**src/rtl/uart_tx_arbiter.sv**
```systemverilog
// Round-robin arbiter sharing one UART transmitter among NUM_REQ byte producers; times each frame itself.
// Define UART_ARB_FIXED_PRIO_EN for fixed lowest-index-wins priority instead of round-robin.
module uart_tx_arbiter #(
  parameter int NUM_REQ       = 4,
  parameter int ID_W          = 2,
  parameter int CLKS_PER_BIT  = 5208,
  parameter int FRAME_BITS    = 12,
  parameter int STROBE_CYCLES = 2
) (
  input  logic                   clk_50M,
  input  logic                   reset_n,
  input  logic [NUM_REQ-1:0]     req_valid,
  input  logic [8*NUM_REQ-1:0]   req_data,
  output logic [NUM_REQ-1:0]     req_ready,
  output logic [7:0]             tx_data,
  output logic                   tx_write,
  output logic                   busy,
  output logic [ID_W-1:0]        grant_id
);

  localparam logic [23:0] STROBE_LAST = 24'(STROBE_CYCLES - 1);
  localparam logic [23:0] WAIT_LAST   = 24'(FRAME_BITS * CLKS_PER_BIT - 1);

  typedef enum logic [1:0] {IDLE, STROBE, WAIT} state_t;

  state_t              state_reg, state_next;
  logic [23:0]         count_reg, count_next;
  logic [ID_W-1:0]     last_reg, last_next;
  logic [ID_W-1:0]     grant_reg, grant_next;
  logic [7:0]          data_reg, data_next;
  logic                write_reg, write_next;
  logic                busy_reg, busy_next;
  logic [NUM_REQ-1:0]  ready_reg, ready_next;

  logic [7:0]          byte_arr [NUM_REQ];
  logic                found;
  logic [ID_W-1:0]     winner;
  logic [ID_W-1:0]     idx;

  generate
    for (genvar gi = 0; gi < NUM_REQ; gi++) begin : g_bytes
      assign byte_arr[gi] = req_data[8*gi +: 8];
    end
  endgenerate

  // Later loop iterations overwrite earlier ones, so the search runs from the lowest priority upward.
  always_comb begin
    found  = 1'b0;
    winner = '0;
    idx    = '0;
`ifdef UART_ARB_FIXED_PRIO_EN
    for (int i = NUM_REQ - 1; i >= 0; i--) begin
      idx = ID_W'(i);
      if (req_valid[idx]) begin
        found  = 1'b1;
        winner = idx;
      end
    end
`else
    for (int k = NUM_REQ; k >= 1; k--) begin
      idx = ID_W'((int'(last_reg) + k) % NUM_REQ);
      if (req_valid[idx]) begin
        found  = 1'b1;
        winner = idx;
      end
    end
`endif
  end

  always_comb begin
    state_next = state_reg;
    count_next = count_reg;
    last_next  = last_reg;
    grant_next = grant_reg;
    data_next  = data_reg;
    write_next = write_reg;
    busy_next  = busy_reg;
    ready_next = '0;
    case (state_reg)
      IDLE: begin
        if (found) begin
          ready_next = {{(NUM_REQ-1){1'b0}}, 1'b1} << winner;
          data_next  = byte_arr[winner];
          grant_next = winner;
          last_next  = winner;
          write_next = 1'b1;
          busy_next  = 1'b1;
          count_next = '0;
          state_next = STROBE;
        end
      end
      STROBE: begin
        count_next = count_reg + 24'd1;
        if (count_reg == STROBE_LAST) begin
          write_next = 1'b0;
          count_next = '0;
          state_next = WAIT;
        end
      end
      WAIT: begin
        count_next = count_reg + 24'd1;
        if (count_reg == WAIT_LAST) begin
          busy_next  = 1'b0;
          count_next = '0;
          state_next = IDLE;
        end
      end
      default: state_next = IDLE;
    endcase
  end

  always_ff @(posedge clk_50M or negedge reset_n) begin
    if (!reset_n) begin
      state_reg <= IDLE;
      count_reg <= '0;
      last_reg  <= ID_W'(NUM_REQ - 1);
      grant_reg <= '0;
      data_reg  <= '0;
      write_reg <= 1'b0;
      busy_reg  <= 1'b0;
      ready_reg <= '0;
    end else begin
      state_reg <= state_next;
      count_reg <= count_next;
      last_reg  <= last_next;
      grant_reg <= grant_next;
      data_reg  <= data_next;
      write_reg <= write_next;
      busy_reg  <= busy_next;
      ready_reg <= ready_next;
    end
  end

  assign req_ready = ready_reg;
  assign tx_data   = data_reg;
  assign tx_write  = write_reg;
  assign busy      = busy_reg;
  assign grant_id  = grant_reg;

endmodule
```
**config.mk**
```make
export PLATFORM = sky130hd
export DESIGN_NAME = uart_tx_arbiter
export DESIGN_NICKNAME = d
export VERILOG_FILES = /design/src/rtl/uart_tx_arbiter.sv
export SDC_FILE = /design/constraint.sdc
export NUM_CORES = 1
export LEC_CHECK = 0
export ABC_AREA = 1
export CAP_MARGIN = 5
export CORE_AREA = 2 2 97 99
export DETAILED_ROUTE_END_ITERATION = 8
export DIE_AREA = 0 0 99 101
export DONT_BUFFER_PORTS = 1
export PLACE_DENSITY_LB_ADDON = 0.08
export REMOVE_ABC_BUFFERS = 1
export SETUP_SLACK_MARGIN = 0.15
export SLEW_MARGIN = 5
export SYNTH_ARGS = -nofsm -noshare
export SYNTH_HDL_FRONTEND = slang
export SYNTH_SLANG_ARGS = --single-unit
```
**constraint.sdc**
```tcl
create_clock -name clk_50M -period 3.8 [get_ports clk_50M]
set_clock_uncertainty 0.1 [all_clocks]
set_input_delay 0.76 -clock clk_50M [delete_from_list [all_inputs] [get_ports clk_50M]]
set_output_delay 0.76 -clock clk_50M [all_outputs]
set_load 0.01 [all_outputs]
```
# After elaboration in Yosys (flattened, before gate mapping)
# Cells that the tools add are included.
[word_totals]
regBits = 44
inputBits = 38
out_inout_bits = 16
[op_classes]
add_sub_neg = 5
order_cmp = 5
eq_ne = 7
shift = 1
mux = 34
bitwise = 1
reduce_logical = 9
[op_table]
columns = ["operator", "count"]
rows = [
  ["24-bit two-way mux", 3],
  ["24-bit one-hot mux with 3 select lines", 1],
  ["24-bit by 1-bit adder with 24-bit output (second input constant)", 1],
  ["24-bit by 1-bit equality test with 1-bit output (second input constant)", 1],
  ["24-bit by 16-bit equality test with 1-bit output (second input constant)", 1],
  ["8-bit binary-select mux with 2-bit select", 1],
  ["8-bit two-way mux", 2],
  ["2-bit two-way mux", 7],
  ["2-bit by 3-bit < comparator with 1-bit output (second input constant)", 4],
  ["1-bit two-way mux", 11],
  ["3-bit AND reduction", 3],
  ["1-bit binary-select mux with 2-bit select", 4],
  ["4-bit two-way mux", 2],
  ["2-bit != test (second input constant)", 3],
  ["2-bit one-hot mux with 3 select lines", 1],
  ["2-bit by 1-bit adder with 2-bit output (second input constant)", 2],
  ["2-bit adder (second input constant)", 2],
  ["1-bit one-hot mux with 2 select lines", 2],
  ["2-bit AND reduction", 2],
  ["2-bit nonzero test", 2],
  ["1-bit by 2-bit << shifter with 4-bit output (first input constant)", 1],
  ["3-bit >= comparator (second input constant)", 1],
  ["2-bit inverter with 3-bit output", 1],
  ["3-bit nonzero test", 1],
  ["3 further kinds", 3],
]

# Longest topological paths before layout
# Gate-level depths: netlist (run 1).
[logic_depth]
word_depth = 11
ltp_mapped = 16
mapped_depth_nobuf = 14

# Worst setup path before layout (run 1)
# Ideal clock, no wire load.
[synth_timing]
path_kind = "in2reg"
start = "in req_valid[3]"
end = "reg data_reg[7], in the netlist tx_data[7]"
setup_ps = 116
arrival_time_ps = 1775
required_time_ps = 3584
path_slack_ps = 1808
path_stages = 14
n_path_buf = 1
path_cell_list = "inv_1 > o21ai_2 > nand2_1 > nand2_2 > inv_4 > nand2_2 > nand2_4 > nand2_4 > buf_8 > nand2_1 > nand3_1 > nand2_1 > nand2_1 > nand2_1"
[synth_via]
elab_chain_len = 10
elab_cells_between_ends = 21
classes_between = "mux (19); bitwise (1); reduce/logical (1)"
[synth_rtl]
columns = ["item", "line_no", "source"]
rows = [
  ["start: declaration", "12", "input logic [NUM_REQ-1:0] req_valid,"],
  ["1-bit binary-select mux with 2-bit select", "62", "if (req_valid[idx]) begin"],
  ["1-bit two-way mux (not written as such)", "62", ""],
  ["2-bit two-way mux (4 in a row)", "62", ""],
  ["2-bit inverter with 3-bit output (not written as such)", "83", "data_next = byte_arr[winner];"],
  ["8-bit binary-select mux with 2-bit select", "83", ""],
  ["8-bit two-way mux (not written as such) (2 in a row)", "83", ""],
  ["end signal: assignment", "127", "data_reg <= data_next;"],
  ["end: declaration", "30", "logic [7:0] data_reg, data_next;"],
]
# Parallel ways exist; a longest one is shown, timed or not. The select of a mux whose other input is x is not followed.
# A chain may end at the register's enable or synchronous reset.

# Worst setup path in the final report (run 1)
[layout_timing]
start = "reg last_reg[0]"
end = "reg count_reg[19]"
[layout_via]
elab_chain_len = 9
elab_cells_between_ends = 18
classes_between = "add/sub (4); eq/ne (1); mux (12); reduce/logical (1)"
[layout_rtl]
columns = ["item", "line_no", "source"]
rows = [
  ["start: declaration", "28", "logic [ID_W-1:0] last_reg, last_next;"],
  ["start signal: assignment", "116", "last_reg <= ID_W'(NUM_REQ - 1);"],
  ["start signal: assignment", "125", "last_reg <= last_next;"],
  ["2-bit by 1-bit adder with 2-bit output", "61", "idx = ID_W'((int'(last_reg) + k) % NUM_REQ);"],
  ["1-bit binary-select mux with 2-bit select", "62", ""],
  ["1-bit two-way mux (not written as such)", "62", ""],
  ["1-bit two-way mux (3 in a row)", "62", ""],
  ["1-bit two-way mux *", "62", ""],
  ["2-bit != test (no line) *", "n/a", ""],
  ["2-bit AND reduction (no line) *", "n/a", ""],
  ["end signal: assignment", "124", "count_reg <= count_next;"],
  ["end: declaration", "27", "logic [23:0] count_reg, count_next;"],
]
# Every way passes the cells marked *; elsewhere a longest branch is shown, timed or not. The select of a mux whose other input is x is not followed.

==> flow_summary.html, run 1 <==
<table>
<tr><th>Metric</th><th>Value</th></tr>
<tr><th colspan="2">Die</th></tr>
<tr><td>Die area</td><td>10000 µm²</td></tr>
<tr><td>Boundary Pins</td><td>54</td></tr>
<tr><td>Height of the die</td><td>101 µm</td></tr>
<tr><td>Cell row count</td><td>35</td></tr>
<tr><td>Effective utilization at floorplan</td><td>34.3%</td></tr>
<tr><td>Placeable Area</td><td>8980 µm²</td></tr>
<tr><td>Die outline width</td><td>99 µm</td></tr>
<tr><th colspan="2">STA</th></tr>
<tr><td>Actual slew at the worst max-slew pin</td><td>0.479 ns</td></tr>
<tr><td>Relative slew margins</td><td>68.0%</td></tr>
<tr><td>Final-layout setup total negative slack</td><td>0 ns</td></tr>
<tr><td>Final min period</td><td>2.50 ns</td></tr>
<tr><td>Max frequency</td><td>401 MHz</td></tr>
<tr><td>Count of final max-slew check failures</td><td>0</td></tr>
<tr><td>Number of endpoints failing setup at the final stage</td><td>0</td></tr>
<tr><td>Hold violation count in the final report</td><td>0</td></tr>
<tr><td>RSZ-0062 raised after global routing</td><td>no</td></tr>
<tr><td>Period Utilization, post-route</td><td>65.7%</td></tr>
<tr><th colspan="2">Clock network</th></tr>
<tr><td>Number of buffers created by CTS</td><td>5</td></tr>
<tr><td>Insertion delay of the later-clocked pin in the worst-skew pair</td><td>0.30 ns</td></tr>
<tr><td>Clock slew at reported path FFs</td><td>0.09 ns</td></tr>
<tr><td>Post-CTS setup buffer count</td><td>0</td></tr>
<tr><td>CTS H-Tree Depth</td><td>2</td></tr>
<tr><td>Cell at the root of the clock tree</td><td>sky130_fd_sc_hd__clkbuf_8</td></tr>
<tr><td>Cts repair resizes</td><td>0</td></tr>
<tr><td>Hold bufs inserted after CTS</td><td>0</td></tr>
<tr><td>Maximum clock path buffer count</td><td>2</td></tr>
<tr><td>Clock sink count</td><td>44</td></tr>
<tr><td>Clock tree from TritonCTS</td><td>built</td></tr>
<tr><th colspan="2">Power and ir drop</th></tr>
<tr><td>Reported leakage power</td><td>1.82 nW</td></tr>
<tr><td>Net Sw Frac</td><td>23.1%</td></tr>
<tr><td>Power share of the combinational group</td><td>6.9%</td></tr>
<tr><td>Cell-internal power</td><td>0.684 mW</td></tr>
<tr><td>Part of the power in the clock network</td><td>40.6%</td></tr>
<tr><td>Fraction of power consumed by sequential logic</td><td>52.6%</td></tr>
<tr><td>Switch Pwr</td><td>0.206 mW</td></tr>
<tr><td>Worst-case vdd ir drop</td><td>0.143 mV</td></tr>
<tr><td>PD cells</td><td>274 nW/µm²</td></tr>
<tr><th colspan="2">Final layout</th></tr>
<tr><td>Max reg flops</td><td>24</td></tr>
<tr><td>Count of inserted antenna diode cells</td><td>0</td></tr>
<tr><td>Share of layout cells above drive strength 1</td><td>9.38%</td></tr>
<tr><td>Most frequent cells in the layout</td><td>sky130_fd_sc_hd__nand2_1 (118), sky130_fd_sc_hd__inv_1 (76), sky130_fd_sc_hd__nand3_1 (55)</td></tr>
<tr><td>Layout Area Growth over Synthesis</td><td>5.32%</td></tr>
<tr><td>Final instance area</td><td>3250 µm²</td></tr>
<tr><td>Total Nets Final</td><td>492</td></tr>
<tr><td>Most frequent standard cell in the layout excluding fill and tap cells</td><td>sky130_fd_sc_hd__nand2_1</td></tr>
<tr><th colspan="2">Logic synthesis</th></tr>
<tr><td>FFs w/ async S/R, synth</td><td>100%</td></tr>
<tr><td>Total standard cell area after synthesis</td><td>3080 µm²</td></tr>
<tr><td>Share of synthesized area occupied by flip-flops and latches</td><td>35.8%</td></tr>
<tr><td>Distinct cell type count after synthesis</td><td>36</td></tr>
<tr><td>Count of yosys warnings during synthesis</td><td>0</td></tr>
<tr><td>Primary FF master, synth</td><td>sky130_fd_sc_hd__dfrtp_1</td></tr>
<tr><td>Number of synthesized register bits</td><td>44</td></tr>
<tr><td>Number of instances in the synthesized netlist</td><td>451</td></tr>
<tr><td>Number of synthesized flops with an enable pin</td><td>0</td></tr>
<tr><td>Mean cell area of the mapped netlist</td><td>6.84 µm²</td></tr>
<tr><th colspan="2">Placement</th></tr>
<tr><td>Final weighted congestion in routability-driven placement</td><td>0.860</td></tr>
<tr><td>Port Buf Inserts</td><td>0</td></tr>
<tr><td>Cell area reported after detailed placement</td><td>3140 µm²</td></tr>
<tr><td>Half-perimeter wire length of the detailed placement result</td><td>5.60 mm</td></tr>
<tr><th colspan="2">Critical path</th></tr>
<tr><td>Category of the worst setup path launch point</td><td>flop</td></tr>
<tr><td>Arrival time at the worst endpoint</td><td>2.57 ns</td></tr>
<tr><td>Crit path max fanout</td><td>21</td></tr>
<tr><td>Number of cells traversed by the worst register-to-register path</td><td>11</td></tr>
<tr><td>Endpoint kind of the worst setup timing path</td><td>flop</td></tr>
<tr><td>Required time of the worst setup path</td><td>3.88 ns</td></tr>
<tr><td>Critical path type</td><td>reg2reg</td></tr>
<tr><th colspan="2">Global routing</th></tr>
<tr><td>Via count of the first global-routing pass</td><td>2,501</td></tr>
<tr><td>Initial antenna violation count</td><td>0</td></tr>
<tr><td>Largest net degree at the start of global routing</td><td>45</td></tr>
<tr><td>Overall routing resource usage</td><td>15.5%</td></tr>
<tr><td>Overflow left after global routing</td><td>0</td></tr>
<tr><td>Wire length of the first global-routing pass</td><td>12.4 mm</td></tr>
<tr><th colspan="2">Outcome</th></tr>
<tr><td>Outcome</td><td>complete, no violations</td></tr>
<tr><th colspan="2">Drt</th></tr>
<tr><td>Wire length per cell</td><td>13.2 µm</td></tr>
<tr><td>Via count</td><td>2,623</td></tr>
<tr><td>Count of TritonRoute iterations in the first routing pass</td><td>4</td></tr>
<tr><td>Iteration-0 DRC Markers</td><td>106</td></tr>
<tr><td>Via density per instance</td><td>4.69</td></tr>
<tr><td>Drc violations</td><td>0</td></tr>
<tr><td>Residual antenna-violating net count after detailed routing</td><td>0</td></tr>
<tr><td>Routed WL</td><td>7.37 mm</td></tr>
<tr><th colspan="2">Hold path</th></tr>
<tr><td>Kind of path behind the tightest hold check</td><td>in2async</td></tr>
<tr><th colspan="2">Flow run</th></tr>
<tr><td>Number of max-capacitance violations reported</td><td>0</td></tr>
</table>
-- area by class of cell --
cell class	instances	area, µm²
clock buffers	6	72.6
clock inverters	2	35.0
fillers	969	5730
inverters	80	305
multi-input cells	316	1590
flip-flops and latches	44	1100
well taps	111	139
-- metrics by stage --
step	instances	util, %	hold WS [ns]	setup WS [ns]	total power [mW]
2_1_floorplan	440	-	0.364	1.77	0.529
3_3_place_gp	551	35.0	0.367	1.28	0.540
5_1_grt	559	36.2	0.0219	1.07	0.936
3_5_place_dp	551	35.0	0.367	1.26	0.539
4_1_cts	559	36.2	0.0347	1.27	0.906
6_report	559	36.2	0.0489	1.30	0.890
-- power by group through the flow --
stage | logic [mW] | clock network (mW) | registers (mW)
6_report | 0.0613 | 0.361 | 0.468
5_1_grt | 0.0714 | 0.396 | 0.468
4_1_cts | 0.0623 | 0.375 | 0.468
3_5_place_dp | 0.0620 | 0 | 0.477
3_3_place_gp | 0.0628 | 0 | 0.477
2_1_floorplan | 0.0520 | 0 | 0.477
-- logic make-up after synthesis --
kind of cell	Yosys count	synth area share, %
compound gates	27	5.11
xor+xnor	14	3.98
fa+ha+maj	7	2.84
buf+inv	91	12.6
flops	44	35.8
simple gates	268	39.7
-- Yosys cell counts (all sizes together) (2+ instances only) --
library cell	n	area (µm²)
nand3	57	303
buf	10	78.8
o21ai	11	62.6
o211ai	2	15.0
a21oi	10	50.1
ha	7	87.6
xnor2	2	17.5
nor3	9	50.1
nand2	141	612
inv	80	305
dfstp	2	52.6
xor2	12	105
nand4	5	31.3
dfrtp	42	1050
nor2	52	195
-- worst max-delay path, cell delays in order, from the launching register on --
cell and delay (ns):
sky130_fd_sc_hd__dfstp_2 0.68, sky130_fd_sc_hd__inv_4 0.10, sky130_fd_sc_hd__nand2_1 0.09, sky130_fd_sc_hd__nand2_1 0.07
sky130_fd_sc_hd__nand2_1 0.09, sky130_fd_sc_hd__inv_1 0.06, sky130_fd_sc_hd__nand3_2 0.10, sky130_fd_sc_hd__nand2_2 0.21
sky130_fd_sc_hd__inv_2 0.36, sky130_fd_sc_hd__nand2_2 0.16, sky130_fd_sc_hd__inv_2 0.26, sky130_fd_sc_hd__nor2_1 0.09
-- worst paths after layout --
kind	startpoint	endpoint	slack, ns
setup / recovery	last_reg[0]	count_reg[19]	1.30
hold / removal	reset_n	state_reg[0]	0.05
setup reg to reg	last_reg[0]	count_reg[19]	1.30
hold reg to reg	busy	busy	0.46
max in group asynchronous	reset_n	last_reg[0]	3.37
min in group clk_50M	busy	busy	0.46
-- per-layer routing --
| metal | share of wire (%) | global-route usage, % |
|---|---|---|
| met2 | 48 | 26.9 |
| met4 | 1.0 | 3.79 |
| met3 | 4.1 | 3.19 |
| met1 | 47 | 19.7 |
| met5 | 0 | 0 |
(Power assumes the default switching activity.)
==> run 2, diff against run 1 <==
==> constraint.sdc (replaced) <==
create_clock -name clk_50M -period 2.4 [get_ports clk_50M]
set_clock_uncertainty 0.1 [all_clocks]
set_input_delay 0.48 -clock clk_50M [delete_from_list [all_inputs] [get_ports clk_50M]]
set_output_delay 0.48 -clock clk_50M [all_outputs]
set_load 0.01 [all_outputs]
==> run 2 against run 1 <==
Fmax is 21% higher. Count of clock-buffer cells in the layout increased by 2. Via count increased by 1.7%. Setup slack got worse by 0.97 ns.
==> flow_summary.html, run 2 (synthesis gave the netlist of run 1 again) <==
<table>
<tr><th>Metric</th><th>Value</th></tr>
<tr><th colspan="2">Outcome</th></tr>
<tr><td>Outcome</td><td>complete, no violations (unchanged)</td></tr>
<tr><th colspan="2">STA</th></tr>
<tr><td>Max frequency</td><td>483 MHz (was 401 MHz)</td></tr>
<tr><td>Number of endpoints failing setup at the final stage</td><td>0 (unchanged)</td></tr>
<tr><td>Final setup margin</td><td>0.329 ns (was 1.30 ns)</td></tr>
<tr><td>Hold violation count in the final report</td><td>0 (unchanged)</td></tr>
<tr><td>Relative slew margins</td><td>71.9% (was 68.0%)</td></tr>
<tr><td>RSZ-0062 raised after global routing</td><td>no (unchanged)</td></tr>
<tr><td>Worst Hold Slack</td><td>0.381 ns (was 0.0489 ns)</td></tr>
<tr><td>Actual slew at the worst max-slew pin</td><td>0.421 ns (was 0.479 ns)</td></tr>
<tr><td>Count of final max-slew check failures</td><td>0 (unchanged)</td></tr>
<tr><td>Final min period</td><td>2.07 ns (was 2.50 ns)</td></tr>
<tr><td>Final-layout setup total negative slack</td><td>0 ns (unchanged)</td></tr>
<tr><td>Period Utilization, post-route</td><td>86.3% (was 65.7%)</td></tr>
<tr><th colspan="2">Drt</th></tr>
<tr><td>Routed WL</td><td>7.58 mm (was 7.37 mm)</td></tr>
<tr><td>Residual antenna-violating net count after detailed routing</td><td>0 (unchanged)</td></tr>
<tr><td>Via count</td><td>2,668 (was 2,623)</td></tr>
<tr><td>Iteration-0 DRC Markers</td><td>77 (was 106)</td></tr>
<tr><td>Count of TritonRoute iterations in the first routing pass</td><td>4 (unchanged)</td></tr>
<tr><td>Via density per instance</td><td>4.66 (was 4.69)</td></tr>
<tr><td>Wire length per cell</td><td>13.3 µm (was 13.2 µm)</td></tr>
<tr><td>Drc violations</td><td>0 (unchanged)</td></tr>
<tr><th colspan="2">Global routing</th></tr>
<tr><td>Wire length of the first global-routing pass</td><td>12.8 mm (was 12.4 mm)</td></tr>
<tr><td>Overall routing resource usage</td><td>15.8% (was 15.5%)</td></tr>
<tr><td>Overflow left after global routing</td><td>0 (unchanged)</td></tr>
<tr><td>Initial antenna violation count</td><td>0 (unchanged)</td></tr>
<tr><td>Largest net degree at the start of global routing</td><td>45 (unchanged)</td></tr>
<tr><td>Via count of the first global-routing pass</td><td>2,672 (was 2,501)</td></tr>
<tr><th colspan="2">Clock network</th></tr>
<tr><td>Cell at the root of the clock tree</td><td>sky130_fd_sc_hd__clkbuf_8 (unchanged)</td></tr>
<tr><td>Clock sink count</td><td>44 (unchanged)</td></tr>
<tr><td>CTS H-Tree Depth</td><td>2 (unchanged)</td></tr>
<tr><td>Insertion delay of the later-clocked pin in the worst-skew pair</td><td>0.30 ns (about the same)</td></tr>
<tr><td>Clock tree from TritonCTS</td><td>built (unchanged)</td></tr>
<tr><td>Clock slew at reported path FFs</td><td>0.09 ns (about the same)</td></tr>
<tr><td>Number of buffers created by CTS</td><td>5 (unchanged)</td></tr>
<tr><td>Maximum clock path buffer count</td><td>2 (unchanged)</td></tr>
<tr><th colspan="2">Placement</th></tr>
<tr><td>Final weighted congestion in routability-driven placement</td><td>0.881 (was 0.860)</td></tr>
<tr><td>Post-Place Worst Slack</td><td>0.278 ns (was 1.26 ns)</td></tr>
<tr><td>Cell area reported after detailed placement</td><td>3170 µm² (was 3140 µm²)</td></tr>
<tr><td>Port Buf Inserts</td><td>0 (unchanged)</td></tr>
<tr><td>Half-perimeter wire length of the detailed placement result</td><td>5.57 mm (was 5.60 mm)</td></tr>
<tr><th colspan="2">Power and ir drop</th></tr>
<tr><td>Switch Pwr</td><td>0.348 mW (was 0.206 mW)</td></tr>
<tr><td>Power share of the combinational group</td><td>9.6% (was 6.9%)</td></tr>
<tr><td>Net Sw Frac</td><td>24.9% (was 23.1%)</td></tr>
<tr><td>Part of the power in the clock network</td><td>37.5% (was 40.6%)</td></tr>
<tr><td>Cell-internal power</td><td>1.05 mW (was 0.684 mW)</td></tr>
<tr><td>Worst-case vdd ir drop</td><td>0.185 mV (was 0.143 mV)</td></tr>
<tr><td>PD cells</td><td>412 nW/µm² (was 274 nW/µm²)</td></tr>
<tr><td>Fraction of power consumed by sequential logic</td><td>52.9% (was 52.6%)</td></tr>
<tr><td>Reported leakage power</td><td>1.89 nW (was 1.82 nW)</td></tr>
<tr><th colspan="2">Critical path</th></tr>
<tr><td>Endpoint kind of the worst setup timing path</td><td>flop (unchanged)</td></tr>
<tr><td>R2R Setup Slk</td><td>0.33 ns (was 1.30 ns)</td></tr>
<tr><td>Critical path type</td><td>reg2reg (unchanged)</td></tr>
<tr><td>Crit path max fanout</td><td>10 (was 21)</td></tr>
<tr><td>Category of the worst setup path launch point</td><td>flop (unchanged)</td></tr>
<tr><td>Required time of the worst setup path</td><td>2.54 ns (was 3.88 ns)</td></tr>
<tr><td>Arrival time at the worst endpoint</td><td>2.21 ns (was 2.57 ns)</td></tr>
<tr><th colspan="2">Die</th></tr>
<tr><td>Die outline width</td><td>99 µm (unchanged)</td></tr>
<tr><td>Boundary Pins</td><td>54 (unchanged)</td></tr>
<tr><td>Placeable Area</td><td>8980 µm² (unchanged)</td></tr>
<tr><td>Effective utilization at floorplan</td><td>34.3% (unchanged)</td></tr>
<tr><td>Height of the die</td><td>101 µm (unchanged)</td></tr>
<tr><td>Die area</td><td>10000 µm² (unchanged)</td></tr>
<tr><td>Cell row count</td><td>35 (unchanged)</td></tr>
<tr><th colspan="2">Hold path</th></tr>
<tr><td>Kind of path behind the tightest hold check</td><td>in2reg (was in2async)</td></tr>
<tr><th colspan="2">Final layout</th></tr>
<tr><td>Post-Route Utilization</td><td>37.8% (was 36.2%)</td></tr>
<tr><td>Max reg flops</td><td>24 (unchanged)</td></tr>
<tr><td>Count of inserted antenna diode cells</td><td>0 (unchanged)</td></tr>
<tr><td>Total Nets Final</td><td>505 (was 492)</td></tr>
<tr><td>Final instance area</td><td>3400 µm² (was 3250 µm²)</td></tr>
<tr><td>Most frequent standard cell in the layout excluding fill and tap cells</td><td>sky130_fd_sc_hd__nand2_1 (unchanged)</td></tr>
<tr><td>Layout Area Growth over Synthesis</td><td>10.2% (was 5.32%)</td></tr>
<tr><td>Share of layout cells above drive strength 1</td><td>11.9% (was 9.38%)</td></tr>
<tr><td>Most frequent cells in the layout</td><td>sky130_fd_sc_hd__nand2_1 (117), sky130_fd_sc_hd__inv_1 (76), sky130_fd_sc_hd__nand3_1 (55) (was sky130_fd_sc_hd__nand2_1 (118), sky130_fd_sc_hd__inv_1 (76), sky130_fd_sc_hd__nand3_1 (55))</td></tr>
<tr><th colspan="2">Flow run</th></tr>
<tr><td>Number of max-capacitance violations reported</td><td>0 (unchanged)</td></tr>
</table>
## run 2: changes by cell type in the layout (fill, tap and decap cells not counted), sizes merged
| cell | before | now |
|---|---|---|
| clkinv | 1 | 0 |
| clkbuf | 6 | 8 |
| bufinv | 1 | 0 |
| buf | 0 | 11 |
| nand2 | 141 | 142 |
| dlygate4sd3 | 0 | 1 |
## run 2: metal layers
layer,global-route usage [%],share of wire (%),vias up
met5,0,0,-
met4,4.64,1.1,0
met3,2.77,3.9,7
met2,27.4,48,61
met1,20.2,47,1192
li1,-,-,1408
## run 2: timing repair
item | CTS | global route
hold buffers | 2 | 0
endpoints found under the hold margin | 44 | 0
gates resized for setup | 0 | 5
endpoints found under the setup margin | 0 | 23
buffers inserted | 0 | 6
## run 2: layout make-up
class	instances	area, µm²
flip-flops and latches	44	1100
multi-input cells	317	1620
inverters	80	308
fillers	966	5580
well taps	111	139
clock buffers	8	100
repair buffers	12	125
## run 2: power groups by stage
stage          Combinational [mW]  Clock [mW]  Sequential [mW]
3_5_place_dp               0.0985           0            0.756
2_1_floorplan              0.0823           0            0.756
6_report                    0.134       0.525            0.741
3_3_place_gp               0.0999           0            0.756
4_1_cts                     0.123       0.556            0.741
5_1_grt                     0.155       0.573            0.741
## run 2: metrics by stage
step	power [mW]	cells
finish	1.40	572
floorplan	0.838	440
global route	1.47	572
detailed placement	0.854	555
global placement	0.855	555
CTS	1.42	565
## run 2: critical path: stages (launching register included)
cell,delay (ns)
sky130_fd_sc_hd__dfstp_2,0.64
sky130_fd_sc_hd__inv_4,0.08
sky130_fd_sc_hd__nand2_4,0.07
sky130_fd_sc_hd__nand2_4,0.05
sky130_fd_sc_hd__nand2_2,0.11
sky130_fd_sc_hd__nand2_2,0.10
sky130_fd_sc_hd__inv_4,0.08
sky130_fd_sc_hd__nand3_4,0.18
sky130_fd_sc_hd__buf_4,0.22
sky130_fd_sc_hd__nand3_1,0.08
sky130_fd_sc_hd__nand3_1,0.08
sky130_fd_sc_hd__nand2_1,0.09
sky130_fd_sc_hd__nand2_1,0.06
sky130_fd_sc_hd__nand2_1,0.07
## run 2: path summary, 6_finish.rpt
kind	depth (start not counted)	end	start
worst min register to register	2	tx_write	tx_write
worst max-delay path	13	tx_data[5]	last_reg[0]
min in group asynchronous	2	count_reg[15]	reset_n
worst min-delay path	6	tx_data[7]	req_data[7]
worst max register to register	13	tx_data[5]	last_reg[0]
max in group asynchronous	2	last_reg[0]	reset_n
